## src/rtl/mem_access_stage_if.sv

```systemverilog
// Data-memory request/acknowledge bus between the memory-access stage and
// the data memory (or its arbiter).
//
// Ports / signals:
//   dm_req    stage -> mem   request active; address/data/we held stable while high
//   dm_we     stage -> mem   1 = store, 0 = load
//   dm_addr   stage -> mem   byte address (N bits)
//   dm_wdata  stage -> mem   store data (N bits)
//   dm_ack    mem -> stage   one-cycle completion pulse
//   dm_rdata  mem -> stage   load data, valid while dm_ack=1
//
// Modports: master = pipeline stage, slave = memory.
interface mem_access_stage_if #(
    parameter int N = 64
);
    logic         dm_req;
    logic         dm_we;
    logic [N-1:0] dm_addr;
    logic [N-1:0] dm_wdata;
    logic         dm_ack;
    logic [N-1:0] dm_rdata;

    modport master (
        output dm_req, dm_we, dm_addr, dm_wdata,
        input  dm_ack, dm_rdata
    );

    modport slave (
        input  dm_req, dm_we, dm_addr, dm_wdata,
        output dm_ack, dm_rdata
    );
endinterface

```

## src/rtl/mem_access_stage.sv

```systemverilog
// EX/MEM + MEM/WB slice of the LEGv8 pipeline, directly downstream of execute.
// Captures execute results into the M slot, runs a req/ack data-memory access,
// stalls upstream until the access completes, resolves the branch and
// registers results into the W slot for writeback.
//
// Ports:
//   clk, reset           clock (rising edge), asynchronous active-low reset
//   *_E inputs           execute-stage results, control bits and valid/flush
//   stall_M              hold E and earlier stages this cycle
//   PCSrc_M, PCBranch_M  branch decision and registered target
//   dm (master)          data-memory bus, see mem_access_stage_if
//   *_W outputs          writeback slot
//   mem_error            sticky access-timeout flag
//
// Build option: define MEM_TIMEOUT_EN to abort an access that has waited
// TIMEOUT_CYCLES cycles without dm_ack. Without it, the stage waits forever
// and mem_error is tied to 0.
//
// State | meaning
// ------+--------------------------------------------------------------
// IDLE  | M slot holds no pending memory op, dm_req=0
// WAIT  | M slot holds a valid load/store not yet acknowledged, dm_req=1
module mem_access_stage #(
    parameter int N              = 64,
    parameter int TIMEOUT_CYCLES = 255
) (
    input  logic                      clk,
    input  logic                      reset,

    input  logic                      valid_E,
    input  logic                      flush_E,
    input  logic [N-1:0]              PCBranch_E,
    input  logic [N-1:0]              aluResult_E,
    input  logic [N-1:0]              writeData_E,
    input  logic                      zero_E,
    input  logic                      memRead_E,
    input  logic                      memWrite_E,
    input  logic                      branch_E,
    input  logic                      regWrite_E,
    input  logic                      memtoReg_E,
    input  logic [4:0]                writeReg_E,

    output logic                      stall_M,
    output logic                      PCSrc_M,
    output logic [N-1:0]              PCBranch_M,

    mem_access_stage_if.master        dm,

    output logic                      valid_W,
    output logic                      regWrite_W,
    output logic                      memtoReg_W,
    output logic [N-1:0]              readData_W,
    output logic [N-1:0]              aluResult_W,
    output logic [4:0]                writeReg_W,
    output logic                      mem_error
);

    localparam logic [0:0] S_IDLE = 1'b0;
    localparam logic [0:0] S_WAIT = 1'b1;

    if (TIMEOUT_CYCLES < 1) begin : g_bad_timeout
        $error("mem_access_stage: TIMEOUT_CYCLES must be at least 1");
    end

    logic [0:0]   state;

    logic         valid_M;
    logic         zero_M;
    logic         memRead_M;
    logic         memWrite_M;
    logic         branch_M;
    logic         regWrite_M;
    logic         memtoReg_M;
    logic [N-1:0] aluResult_M;
    logic [N-1:0] writeData_M;
    logic [4:0]   writeReg_M;

    logic         in_wait;
    logic         timeout_hit;
    logic         advance;
    logic         capture_valid;
    logic         capture_mem;

    assign in_wait = (state == S_WAIT);

`ifdef MEM_TIMEOUT_EN
    localparam int CNT_W = $clog2(TIMEOUT_CYCLES + 1);

    logic [CNT_W-1:0] wait_cnt;

    // wait_cnt is 0 in the first WAIT cycle, so the request is stalled for
    // exactly TIMEOUT_CYCLES cycles before the forced advance.
    assign timeout_hit = in_wait && (wait_cnt == CNT_W'(TIMEOUT_CYCLES));

    always_ff @(posedge clk or negedge reset) begin
        if (!reset) begin
            wait_cnt  <= '0;
            mem_error <= 1'b0;
        end else begin
            if (advance)
                wait_cnt <= '0;
            else if (in_wait)
                wait_cnt <= wait_cnt + 1'b1;
            if (timeout_hit)
                mem_error <= 1'b1;
        end
    end
`else
    assign timeout_hit = 1'b0;
    assign mem_error   = 1'b0;
`endif

    // The request is a pure decode of the state register, so an async reset
    // removes it in the same instant.
    assign dm.dm_req   = in_wait & ~timeout_hit;
    assign dm.dm_we    = memWrite_M;
    assign dm.dm_addr  = aluResult_M;
    assign dm.dm_wdata = writeData_M;

    assign stall_M = dm.dm_req & ~dm.dm_ack;
    assign advance = ~stall_M;

    assign PCSrc_M = valid_M & branch_M & zero_M;

    assign capture_valid = valid_E & ~flush_E;
    assign capture_mem   = capture_valid & (memRead_E | memWrite_E);

    always_ff @(posedge clk or negedge reset) begin
        if (!reset) begin
            state       <= S_IDLE;
            valid_M     <= 1'b0;
            zero_M      <= 1'b0;
            memRead_M   <= 1'b0;
            memWrite_M  <= 1'b0;
            branch_M    <= 1'b0;
            regWrite_M  <= 1'b0;
            memtoReg_M  <= 1'b0;
            PCBranch_M  <= '0;
            aluResult_M <= '0;
            writeData_M <= '0;
            writeReg_M  <= '0;
        end else if (advance) begin
            state       <= capture_mem ? S_WAIT : S_IDLE;
            valid_M     <= capture_valid;
            zero_M      <= zero_E;
            memRead_M   <= capture_valid & memRead_E;
            memWrite_M  <= capture_valid & memWrite_E;
            branch_M    <= capture_valid & branch_E;
            regWrite_M  <= capture_valid & regWrite_E;
            memtoReg_M  <= capture_valid & memtoReg_E;
            PCBranch_M  <= PCBranch_E;
            aluResult_M <= aluResult_E;
            writeData_M <= writeData_E;
            writeReg_M  <= writeReg_E;
        end
    end

    // A timed-out access reaches W as a bubble so nothing is written back.
    always_ff @(posedge clk or negedge reset) begin
        if (!reset) begin
            valid_W     <= 1'b0;
            regWrite_W  <= 1'b0;
            memtoReg_W  <= 1'b0;
            readData_W  <= '0;
            aluResult_W <= '0;
            writeReg_W  <= '0;
        end else if (advance) begin
            valid_W     <= valid_M & ~timeout_hit;
            regWrite_W  <= regWrite_M & ~timeout_hit;
            memtoReg_W  <= memtoReg_M & ~timeout_hit;
            readData_W  <= (memRead_M & ~timeout_hit) ? dm.dm_rdata : '0;
            aluResult_W <= aluResult_M;
            writeReg_W  <= writeReg_M;
        end else begin
            valid_W     <= 1'b0;
            regWrite_W  <= 1'b0;
            memtoReg_W  <= 1'b0;
        end
    end

endmodule
```

## src/flat_wrapper.sv

```systemverilog
// flat-port wrapper written by rule: the top's interface ports become plain ports
module mem_access_stage_flat 
#(
    parameter int N              = 64,
    parameter int TIMEOUT_CYCLES = 255
)
  (clk, reset, valid_E, flush_E, PCBranch_E, aluResult_E, writeData_E, zero_E, memRead_E, memWrite_E, branch_E, regWrite_E, memtoReg_E, writeReg_E, stall_M, PCSrc_M, PCBranch_M, valid_W, regWrite_W, memtoReg_W, readData_W, aluResult_W, writeReg_W, mem_error, dm_dm_req, dm_dm_we, dm_dm_addr, dm_dm_wdata, dm_dm_ack, dm_dm_rdata);
  mem_access_stage_if #(.N(N)) dm_i ();
  input  logic clk;
  input  logic reset;
  input  logic valid_E;
  input  logic flush_E;
  input  logic [N-1:0] PCBranch_E;
  input  logic [N-1:0] aluResult_E;
  input  logic [N-1:0] writeData_E;
  input  logic zero_E;
  input  logic memRead_E;
  input  logic memWrite_E;
  input  logic branch_E;
  input  logic regWrite_E;
  input  logic memtoReg_E;
  input  logic [4:0] writeReg_E;
  output logic stall_M;
  output logic PCSrc_M;
  output logic [N-1:0] PCBranch_M;
  output logic valid_W;
  output logic regWrite_W;
  output logic memtoReg_W;
  output logic [N-1:0] readData_W;
  output logic [N-1:0] aluResult_W;
  output logic [4:0] writeReg_W;
  output logic mem_error;
  output wire logic [$bits(dm_i.dm_req)-1:0] dm_dm_req;
  output wire logic [$bits(dm_i.dm_we)-1:0] dm_dm_we;
  output wire logic [$bits(dm_i.dm_addr)-1:0] dm_dm_addr;
  output wire logic [$bits(dm_i.dm_wdata)-1:0] dm_dm_wdata;
  input wire logic [$bits(dm_i.dm_ack)-1:0] dm_dm_ack;
  input wire logic [$bits(dm_i.dm_rdata)-1:0] dm_dm_rdata;
  assign dm_dm_req = dm_i.dm_req;
  assign dm_dm_we = dm_i.dm_we;
  assign dm_dm_addr = dm_i.dm_addr;
  assign dm_dm_wdata = dm_i.dm_wdata;
  assign dm_i.dm_ack = dm_dm_ack;
  assign dm_i.dm_rdata = dm_dm_rdata;
  mem_access_stage #(.N(N), .TIMEOUT_CYCLES(TIMEOUT_CYCLES)) u_core (.clk(clk), .reset(reset), .valid_E(valid_E), .flush_E(flush_E), .PCBranch_E(PCBranch_E), .aluResult_E(aluResult_E), .writeData_E(writeData_E), .zero_E(zero_E), .memRead_E(memRead_E), .memWrite_E(memWrite_E), .branch_E(branch_E), .regWrite_E(regWrite_E), .memtoReg_E(memtoReg_E), .writeReg_E(writeReg_E), .stall_M(stall_M), .PCSrc_M(PCSrc_M), .PCBranch_M(PCBranch_M), .dm(dm_i), .valid_W(valid_W), .regWrite_W(regWrite_W), .memtoReg_W(memtoReg_W), .readData_W(readData_W), .aluResult_W(aluResult_W), .writeReg_W(writeReg_W), .mem_error(mem_error));
endmodule
```

## config.mk

```make
export PLATFORM = sky130hd
export DESIGN_NAME = mem_access_stage_flat
export DESIGN_NICKNAME = d
export VERILOG_FILES = /design/src/rtl/mem_access_stage_if.sv /design/src/rtl/mem_access_stage.sv /design/src/flat_wrapper.sv
export SDC_FILE = /design/constraint.sdc
export NUM_CORES = 1
export LEC_CHECK = 0
export ABC_AREA = 1
export CORE_AREA = 5 5 236 238
export CTS_CLUSTER_SIZE = 20
export DETAILED_ROUTE_END_ITERATION = 8
export DIE_AREA = 0 0 241 243
export SLEW_MARGIN = 15
export SYNTH_ARGS = -nofsm -noshare
export SYNTH_HDL_FRONTEND = slang
export SYNTH_SLANG_ARGS = --single-unit
```

## constraint.sdc

```tcl
create_clock -name clk -period 1.3 [get_ports clk]
set_clock_uncertainty 0.1 [all_clocks]
set_input_delay 0.39 -clock clk [delete_from_list [all_inputs] [get_ports clk]]
set_output_delay 0.39 -clock clk [all_outputs]
set_load 0.02 [all_outputs]
```

==> results.json, run 1 <==
{
  "outcome": "finished with violations",
  "violations": "setup timing",
  "grt_pass1_vias": 12450,
  "critical_path_depth": 3,
  "grt_pass1_wl_mm": 75.33,
  "die_height_um": 243,
  "ys_top_cells_by_count": "nand2_1 (736), dfrtp_1 (341), o21ai_0 (95)",
  "netlist.area_leader.share_pct": 66.48,
  "ir_worst_vdd_uv": 791.9,
  "grt_max_degree": 66,
  "cts-htree-levels": 2,
  "synth_top_cell_by_area": "dfrtp_1",
  "setup_viol": 673,
  "dr.pass1.iters": 5,
  "pin_count": 605,
  "nets": 2568,
  "power.leakage_nw": 13.66,
  "timing.final.crit_share_pct": 136.3,
  "core_mm2": 0.05339,
  "drtIter0Drc": 630,
  "critPathKind": "reg -> out",
  "async_reset_ff_share_pct": 100.0,
  "drive_gt1_share_pct": 42.13,
  "via_per_inst": 4.377,
  "num_rows": 85,
  "ys_ff_latch": 341,
  "crit_path_end_kind": "primary output",
  "crit_path_max_fanout": 3,
  "clk_latency_ns": 0.53,
  "rsz0062_at_grt": "true",
  "cts_made_buffers": 40,
  "critPathMaxStageDelay_ns": 0.42,
  "fmax_ghz": 0.5642,
  "synth_edf_count": 0,
  "synth_most_common_cell": "nand2_1",
  "cts.sinks": 341,
  "crit_buf_inv": 2,
  "setup.worst_path.start_class": "flip-flop",
  "powerDensity_mw_per_mm2": 1218,
  "layout_setup_ws_ns": -0.4724,
  "cp.arrival_ns": 1.28,
  "total_power_w": 0.03215,
  "tns_ns": -202.51,
  "ant_nets": 0,
  "dieArea_mm2": 0.05856,
  "ys_top_cells_by_area": "dfrtp_1 (66%), nand2_1 (22%), o21ai_0 (3.7%)",
  "wl_mm": 60.39,
  "rrSetupSlack_ns": -0.44,
  "preCtsSetupSlack_ns": -0.8199,
  "ys_types": 14,
  "antenna_found_initial": 5,
  "clockBufferDepth": 3,
  "period_needed_ns": 1.772,
  "cp.required_ns": 0.81,
  "wl_per_cell_um": 20.01,
  "post_synth.cell_area_avg_um2": 9.174,
  "reg2reg_to": "u_core.aluResult_W[9]",
  "hold_viol": 0,
  "cts_tree": "yes",
  "crit_path_start": "u_core.dm.dm_req",
  "hpwl_mm": 34.97,
  "ys_seq_area_share_pct": 66.48,
  "clk_pin_slew_ns": 0.06,
  "drcViolationCount": 0,
  "start_util_pct": 24.04,
  "io_buffers": 603,
  "die_w_um": 241,
  "yosys_warnings": 0,
  "gp_congestion": 0.8476,
  "track_usage_pct": 16.38,
  "endpoint": "stall_M",
  "utilization_pct": 49.44,
  "vias": 13210,
  "grt_overflow": 0,
  "crit_path_top_delay_cell": "dfrtp_2",
  "syn-cell-area_mm2": 0.01283,
  "cts-root-buf": "clkbuf_16",
  "synth_fp_nets": 1671,
  "r2r_start": "u_core.dm.dm_req",
  "synth_ff_type": "dfrtp_1",
  "drv_cap": 0,
  "syn2layout_area_growth_pct": 105.7,
  "path_delay_family": "flip-flops",
  "rr_worst_depth": 9,
  "hold_class": "in -> async",
  "finalMaxSlewViolations": 0,
  "netlist_instances": 1399,
  "crit_chain": "inv_2 > nor2_4 > buf_6",
  "fillers": 4755
}
-- power by group --
part	switching (W)	leakage (nW)	internal [W]	total [W]
sequential	0.000836	4.18	0.0116	0.0124
clock	0.00451	0.613	0.00663	0.0111
combinational	0.00403	8.87	0.00456	0.00860
-- registers in the layout, summed over array words and instances, names as in the netlist --
register	cells
u_core.writeReg_M	5
u_core.valid_W	1
u_core.aluResult_W	64
u_core.memRead_M	1
u_core.PCBranch_M	64
u_core.memtoReg_W	1
u_core.regWrite_W	1
u_core.regWrite_M	1
u_core.zero_M	1
u_core.valid_M	1
u_core.dm.dm_req	1
u_core.writeReg_W	5
u_core.dm.dm_we	1
u_core.memtoReg_M	1
u_core.dm.dm_wdata	64
u_core.branch_M	1
u_core.readData_W	64
u_core.dm.dm_addr	64
-- per-layer routing --
| layer | global-route usage (%) | part of all wire, % | vias up |
|---|---|---|---|
| met5 | 0 | 0.045 | - |
| met4 | 5.393 | 3.2 | 4 |
| met3 | 5.335 | 7.6 | 118 |
| met2 | 27.72 | 49 | 541 |
| met1 | 19.67 | 40 | 6416 |
| li1 | - | - | 6132 |
-- layout by cell type (no fill, tap or decap), drive strengths merged --
master,n
nand2,739
buf,621
dfrtp,341
clkdlybuf4s50,270
o21ai,105
clkbuf,100
nand3,69
inv,58
nor2,6
clkinv,4
diode,3
bufinv,3
conb,1
clkinvlp,1
dlygate4sd3,1
-- what timing repair did --
| item | in CTS | in global routing |
|---|---|---|
| pin swaps | 0 | 13 |
| setup buffers | 72 | 106 |
| gates resized for setup | 1982 | 452 |
| hold endpoints to repair | 341 | 0 |
| hold buffers | 1 | 0 |
| gates cloned | 15 | 62 |
| endpoints found under the setup margin | 673 | 673 |
-- cells by family (layout without fill, tap and decap cells) --
group                  after synthesis  count (layout)  share of synthesized area, %
AOI/OAI and AO/OA                  105             105                         4.094
buffers and inverters              140            1058                         4.894
DFF                                341             341                         66.48
other                                1               4                       0.02922
and+or+nand+nor                    812             814                         24.50
-- worst min path at each step --
stage           from                endpoint  slack (ns)  cells after the start
2_1_floorplan  reset    u_core.PCBranch_M[0]      -0.006                      0
3_3_place_gp   reset  u_core.aluResult_W[16]        0.13                      1
3_5_place_dp   reset  u_core.dm.dm_wdata[60]        0.13                      1
4_1_cts        reset  u_core.aluResult_W[16]        0.15                      2
5_1_grt        reset  u_core.aluResult_W[16]        0.18                      2
6_report       reset    u_core.dm.dm_addr[1]        0.19                      2
-- cell type report --
class | count | area [um^2] | area share [%]
repair buffers | 935 | 10740 | 40.69
flip-flops and latches | 341 | 8538 | 32.35
multi-input cells | 920 | 4761 | 18.04
clock buffers | 57 | 1136 | 4.304
well taps | 696 | 870.8 | 3.299
inverters | 58 | 220.2 | 0.8342
clock inverters | 8 | 121.4 | 0.4598
diodes | 3 | 7.507 | 0.02844
-- metrics by stage --
| stage | cell area (um^2) | hold slack (ns) | cells |
|---|---|---|---|
| after floorplan | 12850 | -0.005591 | 1399 |
| after global placement | 20220 | 0.1274 | 2697 |
| after detailed placement | 20220 | 0.1291 | 2697 |
| after CTS | 23020 | 0.1476 | 2849 |
| after global routing | 26390 | 0.1812 | 3017 |
| final | 26400 | 0.1896 | 3018 |
Note: power is estimated with default switching activity, not from simulation.
==> inputs of run 2 (changes only) <==
Settings changed: CORE_AREA 5 5 236 238 to 5 5 235 237, DIE_AREA 0 0 241 243 to 0 0 240 242.
==> results.json, run 2 (synthesized netlist as in run 1, its figures left out) <==
{
  "ir_worst_vdd_uv": 777.1,
  "final_common_cell": "nand2_1",
  "drive_gt1_share_pct": 31.97,
  "cts-root-buf": "clkbuf_16",
  "crit_buf_inv": 4,
  "hpwl_mm": 35.46,
  "grt_pass1_wl_mm": 74.64,
  "crit_path_end_kind": "primary output",
  "fillers": 4875,
  "rr_worst_depth": 10,
  "wl_mm": 54.89,
  "cts.sinks": 341,
  "setup_viol": 673,
  "reg2reg_to": "u_core.aluResult_W[15]",
  "wl_per_cell_um": 18.81,
  "placed_cells": 2705,
  "dieArea_mm2": 0.05808,
  "crit_path_start": "u_core.dm.dm_req",
  "start_util_pct": 24.18,
  "power.leakage_nw": 12.38,
  "finalMaxSlewViolations": 0,
  "grt_overflow": 0,
  "crit_chain": "buf_6 > inv_4 > nor2_4 > buf_12 > buf_12",
  "dr.pass1.iters": 5,
  "crit_path_max_fanout": 3,
  "drcViolationCount": 0,
  "via_per_inst": 4.341,
  "syn2layout_area_growth_pct": 91.99,
  "cts_made_buffers": 41,
  "hold_viol": 0,
  "finalNonFillerCells": 2918,
  "fmax_ghz": 0.5122,
  "seqCellArea_mm2": 0.008537,
  "die_height_um": 242,
  "crit_path_top_delay_cell": "dfrtp_2",
  "powerDensity_mw_per_mm2": 1293,
  "drv_cap": 0,
  "outcome": "finished with violations",
  "pin_count": 605,
  "clockBufferDepth": 3,
  "hold_class": "in -> async",
  "die_w_um": 240,
  "cp.arrival_ns": 1.46,
  "clk_pin_slew_ns": 0.06,
  "drtIter0Drc": 582,
  "nets": 2464,
  "rsz0062_at_grt": "true",
  "grt_pass1_vias": 12750,
  "final_cell_mix": "nand2_1 (668), dfrtp_1 (338), buf_6 (335), clkdlybuf4s50_1 (270), buf_4 (125)",
  "cp_common_cell": "buf_12",
  "critPathKind": "reg -> out",
  "r2r_start": "u_core.dm.dm_req",
  "critical_path_depth": 5,
  "ant_nets": 0,
  "period_needed_ns": 1.952,
  "track_usage_pct": 16.30,
  "cp.required_ns": 0.81,
  "rrSetupSlack_ns": -0.45,
  "endpoint": "stall_M",
  "io_buffers": 603,
  "cts-htree-levels": 2,
  "multiInputGateArea_mm2": 0.003976,
  "preCtsSetupSlack_ns": -0.6150,
  "layout_setup_ws_ns": -0.6522,
  "clk_latency_ns": 0.54,
  "critPathMaxStageDelay_ns": 0.42,
  "setup.worst_path.start_class": "flip-flop",
  "path_delay_family": "buffers and inverters",
  "violations": "setup timing",
  "timing.final.crit_share_pct": 150.2,
  "vias": 12670,
  "grt_max_degree": 75,
  "gp_congestion": 0.8426,
  "num_rows": 85,
  "cts_tree": "yes",
  "core_mm2": 0.05307,
  "antenna_found_initial": 5
}
[run 2: cell types whose count changed in the layout (fill, tap and decap cells not counted), sizes merged]
cell / previous run / this run
buf: 621 / 523
diode: 3 / 1
bufbuf: 0 / 1
bufinv: 3 / 4
clkbuf: 100 / 99
clkinv: 4 / 3
clkinvlp: 1 / 0
inv: 58 / 59
[run 2: metal layers]
metal / global-route usage (%) / routed length [um] / vias up
li1: - / - / 5914
met1: 19.26 / 21880 / 6099
met2: 27.09 / 26440 / 517
met3: 5.772 / 4253 / 130
met4: 6.475 / 2253 / 8
met5: 0 / 60 / -
[run 2: per-stage QoR]
stage          power, W  TNS (ns)  utilization [%]  hold slack (ns)  cell area [um^2]
2_1_floorplan   0.01458  -0.04642                -        -0.005591             12850
3_3_place_gp    0.01852   -237.41            38.43           0.1059             20390
3_5_place_dp    0.01858   -229.52            38.43           0.1060             20390
4_1_cts         0.03149   -200.32            43.59           0.1050             23130
5_1_grt         0.03323   -236.77            46.43           0.1453             24640
6_report        0.03187   -201.22            46.43           0.1640             24640
[run 2: what timing repair did]
action / in CTS / in global routing
setup endpoints to repair: 663 / 673
resized for setup: 1931 / 167
buffers inserted: 78 / 14
pin swaps: 3 / 22
gates cloned: 7 / 43
hold endpoints to repair: 337 / 0
hold buffers: 1 / 0
[run 2: worst min-delay path by stage]
stage / endpoint / slack (ns) / depth (start not counted)
3_3_place_gp: u_core.dm.dm_wdata[47] / 0.11 / 1
3_5_place_dp: u_core.dm.dm_wdata[47] / 0.11 / 1
4_1_cts: u_core.dm.dm_wdata[47] / 0.10 / 2
2_1_floorplan: u_core.PCBranch_M[0] / -0.006 / 0
5_1_grt: u_core.dm.dm_wdata[47] / 0.15 / 2
6_report: u_core.dm.dm_wdata[47] / 0.16 / 2
[run 2: area by class of cell]
cell class / instances / area share (%)
timing repair buffer: 830 / 39.10
antenna: 1 / 0.01016
multi-input combinational: 920 / 16.14
clock inverter: 8 / 0.5839
sequential: 341 / 34.65
inverter: 58 / 0.8937
clock buffer: 64 / 5.093
tap: 696 / 3.534
[run 2: worst reg2reg max path, cell delays in order, from the launching register on]
cell and delay, ns:
dfrtp_2 0.42, buf_6 0.12, inv_4 0.04, nor2_4 0.04, buf_12 0.15, buf_4 0.14, buf_8 0.13, buf_16 0.15
clkbuf_16 0.18, nand2_1 0.07, o21ai_0 0.07
[run 2: where the power goes]
group,internal (W),switching (W)
registers,0.0116,0.000777
clock network,0.00740,0.00450
logic,0.00403,0.00359
total,0.0230,0.00887
